===== src/rtl/matrix_op_sequencer_if.sv =====
// Bundle of command, bank, ALU, result-write and status signals around
// matrix_op_sequencer. The master modport is the sequencer itself; the slave
// modport is its surroundings (command decoder, register banks, ALU).
//
// Handshake: start is a single-cycle strobe that is only sampled while the
// sequencer is idle; anything presented while busy or during the done cycle
// is dropped. done (with err) is a one-cycle completion pulse, and w_en
// qualifies w_addr/w_data for exactly one cycle per written element.
interface matrix_op_sequencer_if #(
  parameter int DW = 8,
  parameter int AW = 5
);
  logic          start;
  logic [2:0]    op;
  logic [2:0]    size;
  logic [AW-1:0] a_addr;
  logic [AW-1:0] b_addr;
  logic [DW-1:0] a_rdata;
  logic [DW-1:0] b_rdata;
  logic [2:0]    alu_op;
  logic [DW-1:0] alu_r1;
  logic [DW-1:0] alu_r2;
  logic [2:0]    alu_size;
  logic [DW-1:0] alu_res;
  logic          w_en;
  logic [AW-1:0] w_addr;
  logic [DW-1:0] w_data;
  logic          busy;
  logic          done;
  logic          err;
  logic [2:0]    dbg_state;

  modport master (
    input  start, op, size, a_rdata, b_rdata, alu_res,
    output a_addr, b_addr, alu_op, alu_r1, alu_r2, alu_size,
           w_en, w_addr, w_data, busy, done, err, dbg_state
  );

  modport slave (
    output start, op, size, a_rdata, b_rdata, alu_res,
    input  a_addr, b_addr, alu_op, alu_r1, alu_r2, alu_size,
           w_en, w_addr, w_data, busy, done, err, dbg_state
  );
endinterface


===== src/rtl/matrix_op_sequencer.sv =====
// Control FSM that walks the matrix ALU over N x N operands (N = 2..5).
// Elementwise ops take RD/EX per element; multM takes N RD/EX pairs to build
// a dot product in an accumulator and one WR to store it. Bank reads are
// synchronous: the address driven in RD returns data in the following EX.
// Element address is row*5 + col for every bank.
//
// Build option: define MATSEQ_SAT_EN to make the multM accumulator saturate
// to the signed DW-bit range instead of wrapping.
module matrix_op_sequencer #(
  parameter int DW   = 8,
  parameter int AW   = 5,
  parameter int NMIN = 2,
  parameter int NMAX = 5
) (
  input logic                    clk,
  input logic                    rst,
  matrix_op_sequencer_if.master  bus
);

  localparam logic [2:0] OP_MULTM  = 3'b010;
  localparam logic [2:0] OP_MULTMR = 3'b011;
  localparam logic [2:0] OP_DETM   = 3'b100;
  localparam logic [2:0] OP_TRANSM = 3'b101;
  localparam logic [2:0] OP_CLEAR  = 3'b111;

  typedef enum logic [2:0] {
    S_IDLE = 3'd0,
    S_RD   = 3'd1,
    S_EX   = 3'd2,
    S_WR   = 3'd3,
    S_DONE = 3'd4
  } state_t;

  state_t        state_q, state_d;
  logic [2:0]    op_q, op_d;
  logic [2:0]    size_q, size_d;
  logic [2:0]    i_q, i_d;
  logic [2:0]    j_q, j_d;
  logic [2:0]    k_q, k_d;
  logic [DW-1:0] acc_q, acc_d;
  logic          err_q, err_d;

  logic          is_mult;
  logic          last_col;
  logic          last_row;
  logic          last_k;
  logic [DW-1:0] acc_base;
  logic [DW:0]   acc_sum;
  logic [DW-1:0] acc_next;

  function automatic logic [AW-1:0] elem_addr(input logic [2:0] r, input logic [2:0] c);
    return AW'(r) * AW'(5) + AW'(c);
  endfunction

  assign is_mult  = (op_q == OP_MULTM);
  assign last_col = (j_q == size_q - 3'd1);
  assign last_row = (i_q == size_q - 3'd1);
  assign last_k   = (k_q == size_q - 3'd1);

  // Dot-product step: restart at k==0, then add one product per EX with one
  // guard bit so overflow can be detected for the saturating build.
  always_comb begin
    acc_base = (k_q == 3'd0) ? '0 : acc_q;
    acc_sum  = {acc_base[DW-1], acc_base} + {bus.alu_res[DW-1], bus.alu_res};
`ifdef MATSEQ_SAT_EN
    if (acc_sum[DW] != acc_sum[DW-1]) begin
      acc_next = acc_sum[DW] ? {1'b1, {(DW-1){1'b0}}} : {1'b0, {(DW-1){1'b1}}};
    end else begin
      acc_next = acc_sum[DW-1:0];
    end
`else
    acc_next = acc_sum[DW-1:0];
`endif
  end

  // State and datapath registers; reset also aborts any command in flight.
  always_ff @(posedge clk) begin
    if (rst) begin
      state_q <= S_IDLE;
      op_q    <= '0;
      size_q  <= '0;
      i_q     <= '0;
      j_q     <= '0;
      k_q     <= '0;
      acc_q   <= '0;
      err_q   <= 1'b0;
    end else begin
      state_q <= state_d;
      op_q    <= op_d;
      size_q  <= size_d;
      i_q     <= i_d;
      j_q     <= j_d;
      k_q     <= k_d;
      acc_q   <= acc_d;
      err_q   <= err_d;
    end
  end

  // Next-state, index stepping and all outputs for the current state.
  always_comb begin
    state_d = state_q;
    op_d    = op_q;
    size_d  = size_q;
    i_d     = i_q;
    j_d     = j_q;
    k_d     = k_q;
    acc_d   = acc_q;
    err_d   = err_q;

    bus.a_addr    = '0;
    bus.b_addr    = '0;
    bus.alu_op    = '0;
    bus.alu_r1    = '0;
    bus.alu_r2    = '0;
    bus.alu_size  = size_q;
    bus.w_en      = 1'b0;
    bus.w_addr    = '0;
    bus.w_data    = '0;
    bus.busy      = 1'b0;
    bus.done      = 1'b0;
    bus.err       = 1'b0;
    bus.dbg_state = state_q;

    case (state_q)
      S_IDLE: begin
        if (bus.start) begin
          op_d   = bus.op;
          size_d = bus.size;
          i_d    = '0;
          j_d    = '0;
          k_d    = '0;
          if (bus.size < 3'(NMIN) || bus.size > 3'(NMAX) || bus.op == OP_DETM) begin
            err_d   = 1'b1;
            state_d = S_DONE;
          end else begin
            state_d = S_RD;
          end
        end
      end

      S_RD: begin
        bus.busy = 1'b1;
        if (is_mult) begin
          bus.a_addr = elem_addr(i_q, k_q);
          bus.b_addr = elem_addr(k_q, j_q);
        end else begin
          bus.a_addr = (op_q == OP_TRANSM) ? elem_addr(j_q, i_q) : elem_addr(i_q, j_q);
          bus.b_addr = (op_q == OP_MULTMR) ? '0 : elem_addr(i_q, j_q);
        end
        state_d = S_EX;
      end

      S_EX: begin
        bus.busy   = 1'b1;
        bus.alu_r1 = bus.a_rdata;
        bus.alu_r2 = bus.b_rdata;
        if (is_mult) begin
          bus.alu_op = OP_MULTMR;
          acc_d      = acc_next;
          if (last_k) begin
            state_d = S_WR;
          end else begin
            k_d     = k_q + 3'd1;
            state_d = S_RD;
          end
        end else begin
          bus.alu_op = op_q;
          bus.w_en   = 1'b1;
          bus.w_addr = elem_addr(i_q, j_q);
          bus.w_data = (op_q == OP_CLEAR) ? '0 : bus.alu_res;
          if (!last_col) begin
            j_d     = j_q + 3'd1;
            state_d = S_RD;
          end else if (!last_row) begin
            j_d     = '0;
            i_d     = i_q + 3'd1;
            state_d = S_RD;
          end else begin
            state_d = S_DONE;
          end
        end
      end

      S_WR: begin
        bus.busy   = 1'b1;
        bus.w_en   = 1'b1;
        bus.w_addr = elem_addr(i_q, j_q);
        bus.w_data = acc_q;
        k_d        = '0;
        if (!last_col) begin
          j_d     = j_q + 3'd1;
          state_d = S_RD;
        end else if (!last_row) begin
          j_d     = '0;
          i_d     = i_q + 3'd1;
          state_d = S_RD;
        end else begin
          state_d = S_DONE;
        end
      end

      S_DONE: begin
        bus.done = 1'b1;
        bus.err  = err_q;
        err_d    = 1'b0;
        i_d      = '0;
        j_d      = '0;
        k_d      = '0;
        state_d  = S_IDLE;
      end

      default: begin
        state_d = S_IDLE;
      end
    endcase
  end

endmodule

===== src/flat_wrapper.sv =====
// flat-port wrapper written by rule: the top's interface ports become plain ports
module matrix_op_sequencer_flat 
#(
  parameter int DW   = 8,
  parameter int AW   = 5,
  parameter int NMIN = 2,
  parameter int NMAX = 5
)
  (clk, rst, bus_start, bus_op, bus_size, bus_a_rdata, bus_b_rdata, bus_alu_res, bus_a_addr, bus_b_addr, bus_alu_op, bus_alu_r1, bus_alu_r2, bus_alu_size, bus_w_en, bus_w_addr, bus_w_data, bus_busy, bus_done, bus_err, bus_dbg_state);
  matrix_op_sequencer_if #(.DW(DW), .AW(AW)) bus_i ();
  input logic clk;
  input logic rst;
  input wire logic [$bits(bus_i.start)-1:0] bus_start;
  input wire logic [$bits(bus_i.op)-1:0] bus_op;
  input wire logic [$bits(bus_i.size)-1:0] bus_size;
  input wire logic [$bits(bus_i.a_rdata)-1:0] bus_a_rdata;
  input wire logic [$bits(bus_i.b_rdata)-1:0] bus_b_rdata;
  input wire logic [$bits(bus_i.alu_res)-1:0] bus_alu_res;
  output wire logic [$bits(bus_i.a_addr)-1:0] bus_a_addr;
  output wire logic [$bits(bus_i.b_addr)-1:0] bus_b_addr;
  output wire logic [$bits(bus_i.alu_op)-1:0] bus_alu_op;
  output wire logic [$bits(bus_i.alu_r1)-1:0] bus_alu_r1;
  output wire logic [$bits(bus_i.alu_r2)-1:0] bus_alu_r2;
  output wire logic [$bits(bus_i.alu_size)-1:0] bus_alu_size;
  output wire logic [$bits(bus_i.w_en)-1:0] bus_w_en;
  output wire logic [$bits(bus_i.w_addr)-1:0] bus_w_addr;
  output wire logic [$bits(bus_i.w_data)-1:0] bus_w_data;
  output wire logic [$bits(bus_i.busy)-1:0] bus_busy;
  output wire logic [$bits(bus_i.done)-1:0] bus_done;
  output wire logic [$bits(bus_i.err)-1:0] bus_err;
  output wire logic [$bits(bus_i.dbg_state)-1:0] bus_dbg_state;
  assign bus_i.start = bus_start;
  assign bus_i.op = bus_op;
  assign bus_i.size = bus_size;
  assign bus_i.a_rdata = bus_a_rdata;
  assign bus_i.b_rdata = bus_b_rdata;
  assign bus_i.alu_res = bus_alu_res;
  assign bus_a_addr = bus_i.a_addr;
  assign bus_b_addr = bus_i.b_addr;
  assign bus_alu_op = bus_i.alu_op;
  assign bus_alu_r1 = bus_i.alu_r1;
  assign bus_alu_r2 = bus_i.alu_r2;
  assign bus_alu_size = bus_i.alu_size;
  assign bus_w_en = bus_i.w_en;
  assign bus_w_addr = bus_i.w_addr;
  assign bus_w_data = bus_i.w_data;
  assign bus_busy = bus_i.busy;
  assign bus_done = bus_i.done;
  assign bus_err = bus_i.err;
  assign bus_dbg_state = bus_i.dbg_state;
  matrix_op_sequencer #(.DW(DW), .AW(AW), .NMIN(NMIN), .NMAX(NMAX)) u_core (.clk(clk), .rst(rst), .bus(bus_i));
endmodule

===== config.mk =====
export PLATFORM = sky130hd
export DESIGN_NAME = matrix_op_sequencer_flat
export DESIGN_NICKNAME = d
export VERILOG_FILES = /design/src/rtl/matrix_op_sequencer_if.sv /design/src/rtl/matrix_op_sequencer.sv /design/src/flat_wrapper.sv
export SDC_FILE = /design/constraint.sdc
export NUM_CORES = 1
export LEC_CHECK = 0
export CORE_MARGIN = 5
export CORE_UTILIZATION = 52
export DETAILED_ROUTE_END_ITERATION = 10
export PLACE_DENSITY_LB_ADDON = 0.08
export SYNTH_ARGS = -nofsm -noshare
export SYNTH_HDL_FRONTEND = slang
export SYNTH_SLANG_ARGS = --single-unit

===== constraint.sdc =====
create_clock -name clk -period 7 [get_ports clk]
set_input_delay 1.05 -clock clk [delete_from_list [all_inputs] [get_ports clk]]
set_output_delay 1.05 -clock clk [all_outputs]
set_load 0.02 [all_outputs]

Word level (Yosys, flattened, before mapping)

Cells that the tools add are included.
Widths: inputs -> output; s select.

Bits in registers: 27
Bits of input ports: 33
Output and inout port bits: 52
Logic and storage cells: 96

Add/sub/neg operators: 9
$mul: 3
Order comparisons: 2
Equal/unequal tests: 17
Multiplexer cells: 43
Reduce and logical (&&, ||, !) cells: 14

Operators with widths:

| cell                | number |
|---|---|
| $mux 3              | 16 |
| $mux 8              | 5 |
| $pmux 3 s4          | 3 |
| $mux 5              | 7 |
| $add 5x3->5         | 4 |
| $pmux 8 s2          | 1 |
| $mul 3x3->5 const B | 3 |
| $eq 3x2->1 const B  | 4 |
| $eq 3x3->1 const B  | 4 |
| $pmux 5 s2          | 1 |
| $add 3x1->3 const B | 3 |
| $eq 3x3->1          | 3 |
| $pmux 3 s3          | 1 |
| $add 8x8->8         | 1 |
| $logic_not 3->1     | 2 |
| $mux 1              | 6 |
| $ne 2x2->1 const B  | 3 |
| $reduce_and 3->1    | 2 |
| $ne 2x1->1 const B  | 2 |
| $pmux 1 s2          | 2 |
| $reduce_and 2->1    | 2 |
| $reduce_and 4->1    | 1 |
| $reduce_bool 4->1   | 1 |
| $eq 3x1->1 const B  | 1 |
| 9 further kinds     | 10 |

Logic depth before layout (Yosys ltp)

Gate-level depths: netlist (run 1).

Depth after elaboration: 6
Mapped depth: 13
Gate-level depth less buffers: 13

Least setup slack after synthesis (run 1)

OpenSTA, ideal clock, no wires.

Kind: reg2out
Start: register u_core.j_q[0]
End: output bus_a_addr[3]
Arrival: 2314 ps
Required time: 5950 ps
Setup slack: 3636 ps
Cell stages (with the launch flop): 10
Buffers on the path: 0
Cell sequence: dfxtp_1 > ha_1 > ha_1 > xor2_1 > ha_1 > a21oi_1 > xor2_1 > nor2_1 > a211oi_1 > a211oi_1

Word-level cells in the longest chain between the ends: 5
Elaborated cells between the ends (all ways): 6
Classes of those cells: 2 x add/sub; 1 x mul; 3 x mux

Ends and longest elaborated chain:

| item                     | RTL line                   | RTL |
|---|---|---|
| start: declaration       | matrix_op_sequencer.sv:38  | `logic [2:0] j_q, j_d;` |
| start signal: assignment | matrix_op_sequencer.sv:92  | `j_q <= j_d;` |
| $mul 3x3->5              | matrix_op_sequencer.sv:52  | `return AW'(r) * AW'(5) + AW'(c);` |
| $add 5x3->5              | matrix_op_sequencer.sv:52  |  |
| $mux 5 (*)               | matrix_op_sequencer.sv:147 | `bus.a_addr = (op_q == OP_TRANSM) ? elem_addr(j_q, i_q) : elem_addr(i_q, j_q);` |
| $mux 5 (*)               | matrix_op_sequencer.sv:143 | `if (is_mult) begin` |
| $mux 5 (*)               | matrix_op_sequencer.sv:124 | `case (state_q)` |
| end: declaration         | flat_wrapper.sv:19         | `output wire logic [$bits(bus_i.a_addr)-1:0] bus_a_addr;` |

Mark *: on every way between the ends. The rest lies on a longest branch, timed or not.

Worst setup path in the final report (run 1)

Start: register u_core.j_q[2]
End: output bus_a_addr[3]

Same word-level chain as after synthesis.

==> impl_results.md, run 1 <==
- Status: finished, final reports clean
- Avg Cell Area, Syn: 8.08 µm²
- Cells after Synth: 353
- Most frequent cell after synthesis: nor2_1
- RSZ-0062 raised after global routing: no
- Seq/Total Area, Yosys: 19.0%
- Crit path cell chain: ha_1 -> ha_1 -> xor2_1 -> ha_1 -> a21oi_1 -> xor2_1 -> nor2_1 -> a211oi_1 -> a211oi_1 -> clkdlybuf4s50_1
- Area of the die: 7060 µm²
- CP max stage cell: clkdlybuf4s50_1
- Global-route wire length before repair: 12,200 µm
- Clock latency on the worst-skew pair: 0.28 ns
- Crit path DAT: 3.26 ns
- Dpl hpwl: 5860 µm
- Hold path start: u_core.acc_q[0]
- Worst Setup End Kind: primary output
- Pwr per Cell Area: 97.6 nW/µm²
- PostCTS Resize Cnt: 0
- Yosys top cell area share: 19.0%
- Routed len/inst: 14.7 µm
- Port bufs: 84
- Grt total ovfl: 0
- Hold Vio Cnt, Final: 0
- Starting Density: 52.8%
- Bufs on Longest Clock Path: 2
- VDD IR max: 80.2 µV
- Crit path max-delay family: adder cells
- Total area of sequential cells: 541 µm²
- Core Region: 5410 µm²
- Worst R2R Start: u_core.bus.dbg_state[1]
- Pin count of the biggest net entering global routing: 28
- I/O pins: 85
- HP Class: reg2reg
- Final min period: 4.31 ns
- Most frequent cells after synthesis: 37 x nor2_1, 36 x ha_1, 31 x a21oi_1
- Routed wire length: 7330 µm
- Clock transition at path regs: 0.10 ns
- Post-DP Area: 3690 µm²
- Clock tree sinks: 27
- GRT Util Overall: 20.3%
- Max_cap viols: 0
- Multi-input gate area: 2150 µm²
- 1st-iter DRT viols: 149
- Leak: 1.59 nW
- Dominant synthesized flop cell: dfxtp_1
- Critical path origin: u_core.j_q[2]
- Pre-Repair DR Iteration Count: 4
- Antenna cells: 0
- Vias per cell: 5.48
- Setup CP Type: reg2out
- DR vias: 2,729
- Row cnt: 27
- Fmax: 232 MHz
- DP Worst Slack: 3.10 ns
- Max Fanout on Critical Path: 9
- Yosys top cell by area: dfxtp_1
- Worst-Margin Slew: 1.10 ns
- Top cells by area, synth: dfxtp_1 19%, ha_1 16%, and2_1 6.6%, a21oi_1 5.4%, xnor2_1 5.2%
- GP Congestion: 0.903
- Syn nets: 426
- Die H: 84.1 µm
- FILL cells: 446
- Synth async-reset ratio: 0%
- Fin crit share: 61.6%
- Layout cells sized above 1: 3.76%
- Hold buffers post-CTS: 0
- Number of synthesized flops with an enable pin: 0
- Post-route DRC: 0
- Final WS setup: 2.69 ns
- Finished Cell Area: 3740 µm²
- Vias in the first global route: 2,524
- Unique masters post-synth: 48
- Startpoint types: flop
- Clk_skew: 0.00810 ns
- Most used cell, CP: ha_1
- Total CTS buffers: 3
- Post-CTS setup buffer count: 0
- Remaining antenna violation count after routing: 0
- Yosys Warn Count: 0
- Die outline width: 84.1 µm
- Setup tns final: 0 ns
- CP max stage delay: 0.67 ns
- FF+latch count, synth: 27
- Initial antenna violation count: 0
- Final setup viols: 0
- Final Max Tran Viols: 0
- Rel. slew slack: 26.2%
- Final Util: 69.3%
- Clock root buffer master: clkbuf_8
- WP data required: 5.95 ns
- Synthesized cell area: 2850 µm²
- H-tree lvl count: 1
- Layout Nets: 500
- Worst path bufs/invs: 1
- CTS tree: built
- Synth-to-Final Area Change: 31.3%
-- registers in the layout, indices dropped and copies added (netlist names) --
register / cells
u_core.j_q: 3
u_core.err_q: 1
u_core.bus.alu_size: 3
u_core.bus.dbg_state: 3
u_core.acc_q: 8
u_core.i_q: 3
u_core.k_q: 3
u_core.op_q: 3
-- cell usage in the layout, fill, tap and decap left out, drive strengths merged, types with 2 or more instances in the layout --
master         count
a22o               8
a21oi             31
dfxtp             27
mux2i              4
o21ai              8
fa                 4
inv               18
nor3               8
mux2               2
a21o               5
o31ai              3
clkdlybuf4s50     84
xor3               2
nand3              6
nand3b             2
nor2b              5
nand2             25
nor2              39
and2              30
xor2              14
nand2b             7
a22oi              3
and3b              2
ha                36
a211oi            11
clkbuf             3
nor3b              2
or3                3
a31oi              4
xnor2             17
-- cell families (layout without fill, tap and decap cells) --
| logic type | after synthesis | after routing | synth area share (%) |
|---|---|---|---|
| buffers and inverters | 34 | 107 | 5.70 |
| adders and majority gates | 40 | 40 | 18.6 |
| xor gates and xnor gates | 34 | 34 | 12.0 |
| DFF | 27 | 27 | 19.0 |
| muxes | 6 | 6 | 2.19 |
| AOI/OAI and AO/OA | 77 | 77 | 17.6 |
| and+or+nand+nor | 135 | 135 | 25.0 |
-- power breakdown --
group | switching [mW] | internal, mW | total (mW)
Sequential | 0.00879 | 0.158 | 0.167
Clock | 0.0530 | 0.0405 | 0.0935
Combinational | 0.0511 | 0.0535 | 0.105
Total | 0.113 | 0.252 | 0.365
-- layout make-up --
cell class | instances | share of cell area (%)
Multi-Input combinational cell | 292 | 57.4
Timing Repair Buffer | 85 | 22.7
Sequential cell | 27 | 14.4
Tap cell | 72 | 2.41
Inverter | 18 | 1.80
Clock buffer | 3 | 1.10
Clock inverter | 1 | 0.201
-- through the flow --
step           total power [mW]  hold WS [ns]  std cells
2_1_floorplan             0.235         0.440        353
3_3_place_gp              0.273         0.458        494
3_5_place_dp              0.274         0.462        494
4_1_cts                   0.368         0.476        498
5_1_grt                   0.386         0.502        498
6_report                  0.365         0.474        498
-- metal layers --
metal	vias up	global-route usage (%)	routed length, µm
li1	1376	-	-
met1	1256	28.5	3380
met2	93	31.6	3240
met3	4	5.92	681
met4	0	2.49	28
met5	-	0	0
-- tightest hold or removal path, stage by stage, from the launching register on --
cell     delay (ns)
dfxtp_1        0.33
nand2_1        0.05
a21oi_1        0.05
-- path summary, 6_finish.rpt --
check / endpoint / slack [ns] / cells after the start
worst max-delay path: bus_a_addr[3] / 2.69 / 10
worst min-delay path: u_core.acc_q[0] / 0.47 / 2
worst max register to register: u_core.acc_q[7] / 4.01 / 6
worst min register to register: u_core.acc_q[0] / 0.47 / 2
Note: power is estimated with default switching activity, not from simulation.
==> inputs of run 2 (changes only) <==
--- a/config.mk
+++ b/config.mk
@@ -6,7 +6,7 @@
 export NUM_CORES = 1
 export LEC_CHECK = 0
 export CORE_MARGIN = 5
-export CORE_UTILIZATION = 52
+export CORE_UTILIZATION = 48
 export DETAILED_ROUTE_END_ITERATION = 10
 export PLACE_DENSITY_LB_ADDON = 0.08
 export SYNTH_ARGS = -nofsm -noshare
==> constraint.sdc (replaced) <==
create_clock -name clk -period 4.1 [get_ports clk]
set_input_delay 0.615 -clock clk [delete_from_list [all_inputs] [get_ports clk]]
set_output_delay 0.615 -clock clk [all_outputs]
set_load 0.02 [all_outputs]
==> run 2 against run 1 <==
Critical path depth unchanged; sequential power rose by 71%; routed wire length increased by 0.79%; clock power rose by 68%; first-iteration DRC count fell by 30%; register-to-register slack lost 2.8 ns; hold slack improved by 0.0027 ns; core utilization down 5.0 points; combinational power up 70%; count of clock-buffer cells in the layout unchanged; final cell count grew 1.0%; largest cell class unchanged; highest routed layer unchanged.
==> impl_results.md, run 2 (synthesized netlist as in run 1, its figures left out) <==
- PostCTS Resize Cnt: 0
- DP Worst Slack: 0.655 ns
- GRT Util Overall: 19.7%
- Total CTS buffers: 3
- Clock transition at path regs: 0.10 ns
- Post-route DRC: 0
- Dpl hpwl: 5860 µm
- Grt total ovfl: 0
- M2 GR Usage: 31.5%
- Bufs on Longest Clock Path: 2
- Layout Nets: 502
- Vias in the first global route: 2,681
- Pwr per Cell Area: 165 nW/µm²
- Routed wire length: 7390 µm
- Commonest non-fill, non-tap cells in the layout: 84 x clkdlybuf4s50_1, 37 x nor2_1, 36 x ha_1, 31 x a21oi_1, 30 x and2_1
- Grt met1 use: 27.5%
- Max_cap viols: 0
- Clock root buffer master: clkbuf_8
- Fin crit share: 91.3%
- Row cnt: 28
- 1st-iter DRT viols: 105
- Hold buffers post-CTS: 0
- Clock latency on the worst-skew pair: 0.28 ns
- I/O pins: 85
- Setup tns final: 0 ns
- Largest register by flop count: u_core.acc_q
- Clk_skew: 0.00527 ns
- Max reg flops: 8
- M3 GR Usage: 4.82%
- HP Class: reg2reg
- Rel. slew slack: 28.4%
- Die H: 87.1 µm
- CTS tree: built
- Post-CTS setup buffer count: 0
- DR vias: 2,692
- GP Congestion: 0.841
- Startpoint types: flop
- Synth-to-Final Area Change: 31.9%
- Routed len/inst: 14.7 µm
- Fmax: 267 MHz
- Final WS setup: 0.356 ns
- Status: finished, final reports clean
- Worst-Margin Slew: 1.07 ns
- Global-route wire length before repair: 12,100 µm
- Clock tree sinks: 27
- Crit path DAT: 3.13 ns
- RSZ-0062 raised after global routing: no
- VDD IR max: 132 µV
- Final setup viols: 0
- GRT busiest layer: met2
- Port bufs: 84
- Layout cells sized above 1: 4.21%
- Antenna cells: 0
- WP data required: 3.48 ns
- Max Fanout on Critical Path: 9
- Die outline width: 87.1 µm
- Worst Setup End Kind: primary output
- Hold Vio Cnt, Final: 0
- Remaining antenna violation count after routing: 0
- Pre-Repair DR Iteration Count: 5
- Core Region: 5850 µm²
- Final min period: 3.74 ns
- Leading cell type in the layout, fill and taps excluded: clkdlybuf4s50_1
- Pin count of the biggest net entering global routing: 28
- Starting Density: 48.7%
- Area of the die: 7580 µm²
- Initial antenna violation count: 0
- H-tree lvl count: 1
- Final Max Tran Viols: 0
- Leak: 1.60 nW
- Setup CP Type: reg2out
- Vias per cell: 5.35
## run 2: cell types whose count changed in the layout (fill, tap and decap cells not counted)
cell   before  now
buf_4       1    3
## run 2: metrics by stage
stage / power [mW] / area [µm²] / std cells / hold WS [ns] / util (%)
final: 0.622 / 3760 / 503 / 0.477 / 64.3
after detailed placement: 0.471 / 3710 / 499 / 0.464 / 63.5
after floorplan: 0.401 / 2850 / 353 / 0.440 / -
after global routing: 0.655 / 3760 / 503 / 0.500 / 64.3
after CTS: 0.629 / 3760 / 503 / 0.478 / 64.3
after global placement: 0.468 / 3710 / 499 / 0.454 / 63.5
## run 2: path summary, 6_finish.rpt
| check | from | to | slack [ns] | cells after the start |
|---|---|---|---|---|
| worst max-delay path | u_core.j_q[2] | bus_a_addr[3] | 0.36 | 10 |
| worst min-delay path | u_core.acc_q[5] | u_core.acc_q[5] | 0.48 | 2 |
| worst max register to register | u_core.k_q[1] | u_core.acc_q[7] | 1.16 | 12 |
| worst min register to register | u_core.acc_q[5] | u_core.acc_q[5] | 0.48 | 2 |
## run 2: area by class of cell
class | instances | area, µm²
Clock inverter | 1 | 7.51
Inverter | 18 | 67.6
Sequential cell | 27 | 541
Tap cell | 75 | 93.8
Timing Repair Buffer | 87 | 863
Clock buffer | 3 | 41.3
Multi-Input combinational cell | 292 | 2150
Fill cell | 527 | 2090
## run 2: worst max-delay path, stage by stage, from the launching register on
cell and delay, ns:
dfxtp_1 0.59, ha_1 0.31, ha_1 0.33, xor2_1 0.18, ha_1 0.20, a21oi_1 0.15, xor2_1 0.08, nor2_1 0.09
a211oi_1 0.06, a211oi_1 0.23, clkdlybuf4s50_1 0.64
## run 2: where the power goes
part / internal, mW / switching (mW)
registers: 0.270 / 0.0158
logic: 0.0914 / 0.0874
clock network: 0.0691 / 0.0883
total: 0.431 / 0.191
## run 2: layer usage
layer	part of all wire, %	up-vias
met5	0	-
met4	0.43	0
met3	7.0	6
met2	44	78
met1	49	1239
li1	-	1369
==> inputs of run 3 (changes only) <==
--- a/config.mk
+++ b/config.mk
@@ -8,6 +8,7 @@
 export CORE_MARGIN = 5
 export CORE_UTILIZATION = 48
 export DETAILED_ROUTE_END_ITERATION = 10
+export GPL_ROUTABILITY_DRIVEN = 0
 export PLACE_DENSITY_LB_ADDON = 0.08
 export SYNTH_ARGS = -nofsm -noshare
 export SYNTH_HDL_FRONTEND = slang
==> results of run 3 <==
The final DEF is identical to that of run 2; final timing and power are the same.
